[config.mk]
export PLATFORM = sky130hd
export DESIGN_NAME = restoring_div
export DESIGN_NICKNAME = d
export VERILOG_FILES = /design/src/rtl/restoring_div_pkg.sv /design/src/rtl/restoring_div_step.sv /design/src/rtl/restoring_div.sv
export SDC_FILE = /design/constraint.sdc
export NUM_CORES = 1
export LEC_CHECK = 0
export CORE_MARGIN = 5
export CORE_UTILIZATION = 54
export DETAILED_ROUTE_END_ITERATION = 16
export PLACE_DENSITY = 0.84
export SLEW_MARGIN = 10
export SYNTH_ARGS = -nofsm -noshare
export SYNTH_HDL_FRONTEND = slang
export SYNTH_HIERARCHICAL = 1
export SYNTH_SLANG_ARGS = --single-unit
export TNS_END_PERCENT = 30
[constraint.sdc]
create_clock -name clk -period 3.3 [get_ports clk]
set_clock_uncertainty 0.1 [all_clocks]
set_input_delay 0.825 -clock clk [delete_from_list [all_inputs] [get_ports clk]]
set_output_delay 0.825 -clock clk [all_outputs]
set_load 0.03 [all_outputs]
[src/rtl/restoring_div_pkg.sv]
// Shared types and helpers for the multicycle restoring divider.
package restoring_div_pkg;

  typedef enum logic [1:0] {
    StIdle,
    StRun,
    StDone
  } state_e;

  // Counter must hold the value n itself, hence n + 1 codes.
  function automatic int unsigned cnt_width(input int unsigned n);
    return $clog2(n + 1);
  endfunction

endpackage

[src/rtl/restoring_div_step.sv]
// One restoring-division iteration: shift {R,Q} left, trial-subtract D, keep or restore.
module restoring_div_step #(
  parameter int unsigned N = 5
) (
  input  logic [N:0]   r_i,
  input  logic [N-1:0] q_i,
  input  logic [N-1:0] d_i,
  output logic [N:0]   r_o,
  output logic [N-1:0] q_o
);

  logic [N:0] r_sh;
  logic [N:0] trial;

  // R < D holds between iterations, so its MSB is always zero on entry.
  logic unused_r_msb;
  assign unused_r_msb = r_i[N];

  always_comb begin
    r_sh  = {r_i[N-1:0], q_i[N-1]};
    trial = r_sh - {1'b0, d_i};
    q_o   = {q_i[N-2:0], ~trial[N]};
    r_o   = trial[N] ? r_sh : trial;
  end

endmodule

[src/rtl/restoring_div.sv]
// Unsigned restoring divider, one quotient bit per clock, start/busy/done handshake.
module restoring_div
  import restoring_div_pkg::*;
#(
  parameter int unsigned N = 5
) (
  input  logic         clk,
  input  logic         rst_n,
  input  logic         start,
  input  logic [N-1:0] dividend,
  input  logic [N-1:0] divisor,
  output logic         busy,
  output logic         done,
  output logic [N-1:0] quotient,
  output logic [N-1:0] remainder,
  output logic         div_by_zero
);

  localparam int unsigned CntW = cnt_width(N);
  localparam logic [CntW-1:0] CntLoad = CntW'(N);
  localparam logic [CntW-1:0] CntLast = CntW'(1);

  state_e         state_q, state_d;
  logic [N:0]     r_q, r_d;
  logic [N-1:0]   q_q, q_d;
  logic [N-1:0]   d_q, d_d;
  logic [CntW-1:0] cnt_q, cnt_d;
  logic           busy_q, busy_d;
  logic           done_q, done_d;
  logic           dbz_q, dbz_d;
  logic [N-1:0]   quot_q, quot_d;
  logic [N-1:0]   rem_q, rem_d;

  logic [N:0]   step_r;
  logic [N-1:0] step_q;

  restoring_div_step #(
    .N(N)
  ) u_step (
    .r_i(r_q),
    .q_i(q_q),
    .d_i(d_q),
    .r_o(step_r),
    .q_o(step_q)
  );

  always_comb begin
    state_d = state_q;
    r_d     = r_q;
    q_d     = q_q;
    d_d     = d_q;
    cnt_d   = cnt_q;
    busy_d  = busy_q;
    done_d  = 1'b0;
    dbz_d   = dbz_q;
    quot_d  = quot_q;
    rem_d   = rem_q;

    unique case (state_q)
      StIdle, StDone: begin
        state_d = StIdle;
        if (start) begin
          r_d   = '0;
          q_d   = dividend;
          d_d   = divisor;
          dbz_d = 1'b0;
          if (divisor == '0) begin
            // Zero divisor short-circuits straight to a result.
            state_d = StDone;
            cnt_d   = '0;
            busy_d  = 1'b0;
            done_d  = 1'b1;
            dbz_d   = 1'b1;
            quot_d  = '1;
            rem_d   = dividend;
          end else begin
            state_d = StRun;
            cnt_d   = CntLoad;
            busy_d  = 1'b1;
          end
        end
      end
      StRun: begin
        r_d   = step_r;
        q_d   = step_q;
        cnt_d = cnt_q - CntLast;
        if (cnt_q == CntLast) begin
          state_d = StDone;
          busy_d  = 1'b0;
          done_d  = 1'b1;
          quot_d  = step_q;
          rem_d   = step_r[N-1:0];
        end
      end
      default: state_d = StIdle;
    endcase
  end

  always_ff @(posedge clk or negedge rst_n) begin
    if (!rst_n) begin
      state_q <= StIdle;
      r_q     <= '0;
      q_q     <= '0;
      d_q     <= '0;
      cnt_q   <= '0;
      busy_q  <= 1'b0;
      done_q  <= 1'b0;
      dbz_q   <= 1'b0;
      quot_q  <= '0;
      rem_q   <= '0;
    end else begin
      state_q <= state_d;
      r_q     <= r_d;
      q_q     <= q_d;
      d_q     <= d_d;
      cnt_q   <= cnt_d;
      busy_q  <= busy_d;
      done_q  <= done_d;
      dbz_q   <= dbz_d;
      quot_q  <= quot_d;
      rem_q   <= rem_d;
    end
  end

  assign busy        = busy_q;
  assign done        = done_q;
  assign div_by_zero = dbz_q;
  assign quotient    = quot_q;
  assign remainder   = rem_q;

endmodule

==> reports/qor.txt <==
placed cell areas = 2150 um2
kind of cell adding the most delay to the critical path = compound AO/OA/AOI/OAI gates
Seq pwr share = 31.2%
crit-path max FO = 17
final instance area = 2210 um2
vias per inst = 5.54
IO Port Bufs = 25
# DRC = 0
Worst setup SP type = flop
Leak = 0.951 nW
Max Slew Vio Count = 0
initial antenna violation count = 0
post-route insts no fill = 266
GP Congestion = 0.846
reg2reg start = r_q[0]$_DFFE_PN0P_
total power = 2.52 mW
status = complete, no violations
Worst Setup SP = r_q[0]$_DFFE_PN0P_
H-tree depth = 2
start point of the worst min-delay path = d_q[3]$_DFFE_PN0P_
synthesized area per cell = 9.61 um2
Pre-antenna DRT Iters = 4
Buf+Inv Stages, Crit Path = 0
DR iter-0 viols = 100
Clk network pwr share = 8.6%
cell depth of the worst setup path = 10
PwrDens = 1140 nW/um2
Final ANT Viol Nets = 0
area growth from synthesis to layout = 16.7%
WP data arrival = 3.27 ns
root buf cell = clkbuf_4
CTS max path bufs = 2
Worst Hold Class = flop to flop
Initial Utilization = 56.3%
vias in the first global route = 1459
Sw Pwr = 1.13 mW
post-placement cell count = 258
# diodes = 0
synthesized area = 1890 um2
largest net degree at the start of global routing = 34
count of final hold-check violations = 0
R2R depth = 10
Core Area = 3360 um2
Setup Total Neg Slack = 0 ns
Max-Cap Viols = 0
combinational power share = 60.2%
CP endpoint kind = flop
Critical-path top delay cell = ha_2
Synth Instances = 197
clk_lat worst skew = 0.34 ns
via count = 1474
Worst Max-Slew Pin Slew = 0.766 ns
critical path class = flop to flop
grt total ovfl = 0
WL/cell = 15.3 um
post-layout min period = 3.13 ns
Worst EP required = 3.43 ns
post-CTS setup buffer count = 0
Final Core Density = 65.7%
first-pass GRT wire length = 6920 um
Die H = 69.2 um
hold-fix buffers at CTS = 0
Die X = 69.2 um
worst reg2reg endpoint = remainder[4]$_DFFE_PN0P_
CTS Sinks = 33
Yosys warnings = 6
Tcrit/Tclk final = 95.0%
Final #Nets = 241
Power Internal = 1.39 mW
routed wire length = 4080 um
most frequent CP cell = nor2b_1
critical path cell sequence = ha_1 > nor2b_1 > o311ai_0 > a21oi_1 > ha_2 > nor2b_1 > a311oi_1 > o211ai_1 > mux2_2 > mux2_1
Inserted Clock Buffers = 5
FP Rows = 21
Syn Nets = 219
# IOs = 26
Die Area = 4790 um2
Detail Placement HPWL = 3020 um
maximum VDD drop = 571 uV
crit-path max cell delay = 0.51 ns
unrepaired setup endpoints after global routing = false
R2R setup slack = 0.17 ns
fillers = 303
proportion of layout cells with a drive suffix above 1 = 10.0%
Clock transition at path regs = 0.11 ns
Global Route Usage Sum = 17.9%
FMAX = 319 MHz
CTS tree = done
Sw Share = 44.9%
CP endpoint = remainder[4]$_DFFE_PN0P_
Setup violations, final = 0
headroom to the max-slew limit = 49.0%
-- cell type report --
class | count | area (um2) | area share [%]
clock buffer | 6 | 41.3 | 1.87
multi-input combinational | 139 | 948 | 42.9
sequential | 33 | 826 | 37.4
timing repair buffer | 30 | 288 | 13.0
clock inverter | 2 | 10.0 | 0.453
tap | 46 | 57.6 | 2.61
inverter | 10 | 37.5 | 1.70
-- cell usage in the layout, fill, tap and decap left out, types with 2 or more instances in the layout --
cell and n:
nand3_1 2, a21oi_1 16, a31o_2 2, clkbuf_4 5, ha_1 7, nor2_1 18
inv_1 10, mux2_1 5, nor2b_1 9, buf_4 5, dfrtp_1 33, clkinv_2 2
nand2_1 25, o21ai_0 7, mux2_2 6, clkdlybuf4s50_1 25, mux2i_1 10, nand2b_1 4
a211oi_1 5, nor4bb_1 2
-- per-layer routing --
metal	vias up	GRT usage [%]	share of wire (%)
li1	718	-	-
met1	709	24.0	45
met2	40	28.1	47
met3	7	3.91	5.6
met4	0	7.16	2.0
met5	-	0	0
-- metrics by stage --
| stage | setup WS (ns) | hold slack (ns) |
|---|---|---|
| floorplan | 0.413 | 0.346 |
| global placement | 0.226 | 0.357 |
| detailed placement | 0.105 | 0.365 |
| CTS | 0.108 | 0.386 |
| global route | 0.0653 | 0.395 |
| finish | 0.165 | 0.382 |
-- how the worst min path moves through the flow --
stage | endpoint | slack (ns) | cells after the start
after detailed placement | d_q[1]$_DFFE_PN0P_ | 0.36 | 2
after floorplan | d_q[1]$_DFFE_PN0P_ | 0.35 | 2
after global routing | d_q[1]$_DFFE_PN0P_ | 0.40 | 2
final | d_q[3]$_DFFE_PN0P_ | 0.38 | 2
after global placement | d_q[2]$_DFFE_PN0P_ | 0.36 | 2
after CTS | d_q[1]$_DFFE_PN0P_ | 0.39 | 2
-- tightest hold or removal path: stages (launching register included) --
cell and delay [ns]:
dfrtp_1 0.35, nand2_1 0.05, nand2_1 0.05
-- timing repair --
| action | CTS | global route |
|---|---|---|
| hold endpoints to repair | 0 | 0 |
| setup endpoints to repair | 0 | 1 |
| resized for setup | 0 | 1 |
-- power by group through the flow --
stage / Combinational [mW] / Clock (mW) / Sequential, mW
after floorplan: 1.10 / 0 / 0.834
after global placement: 1.47 / 0 / 0.783
after detailed placement: 1.50 / 0 / 0.793
after CTS: 1.50 / 0.222 / 0.787
after global routing: 1.68 / 0.240 / 0.822
final: 1.51 / 0.217 / 0.786
-- registers in the layout (all words and copies together), names as in the netlist --
register and flops:
busy 1, cnt_q 3, d_q 5, div_by_zero 1, done 1, q_q 5, quotient 5, r_q 5
remainder 5, state_q 2
Power figures use the tool's default switching activity.
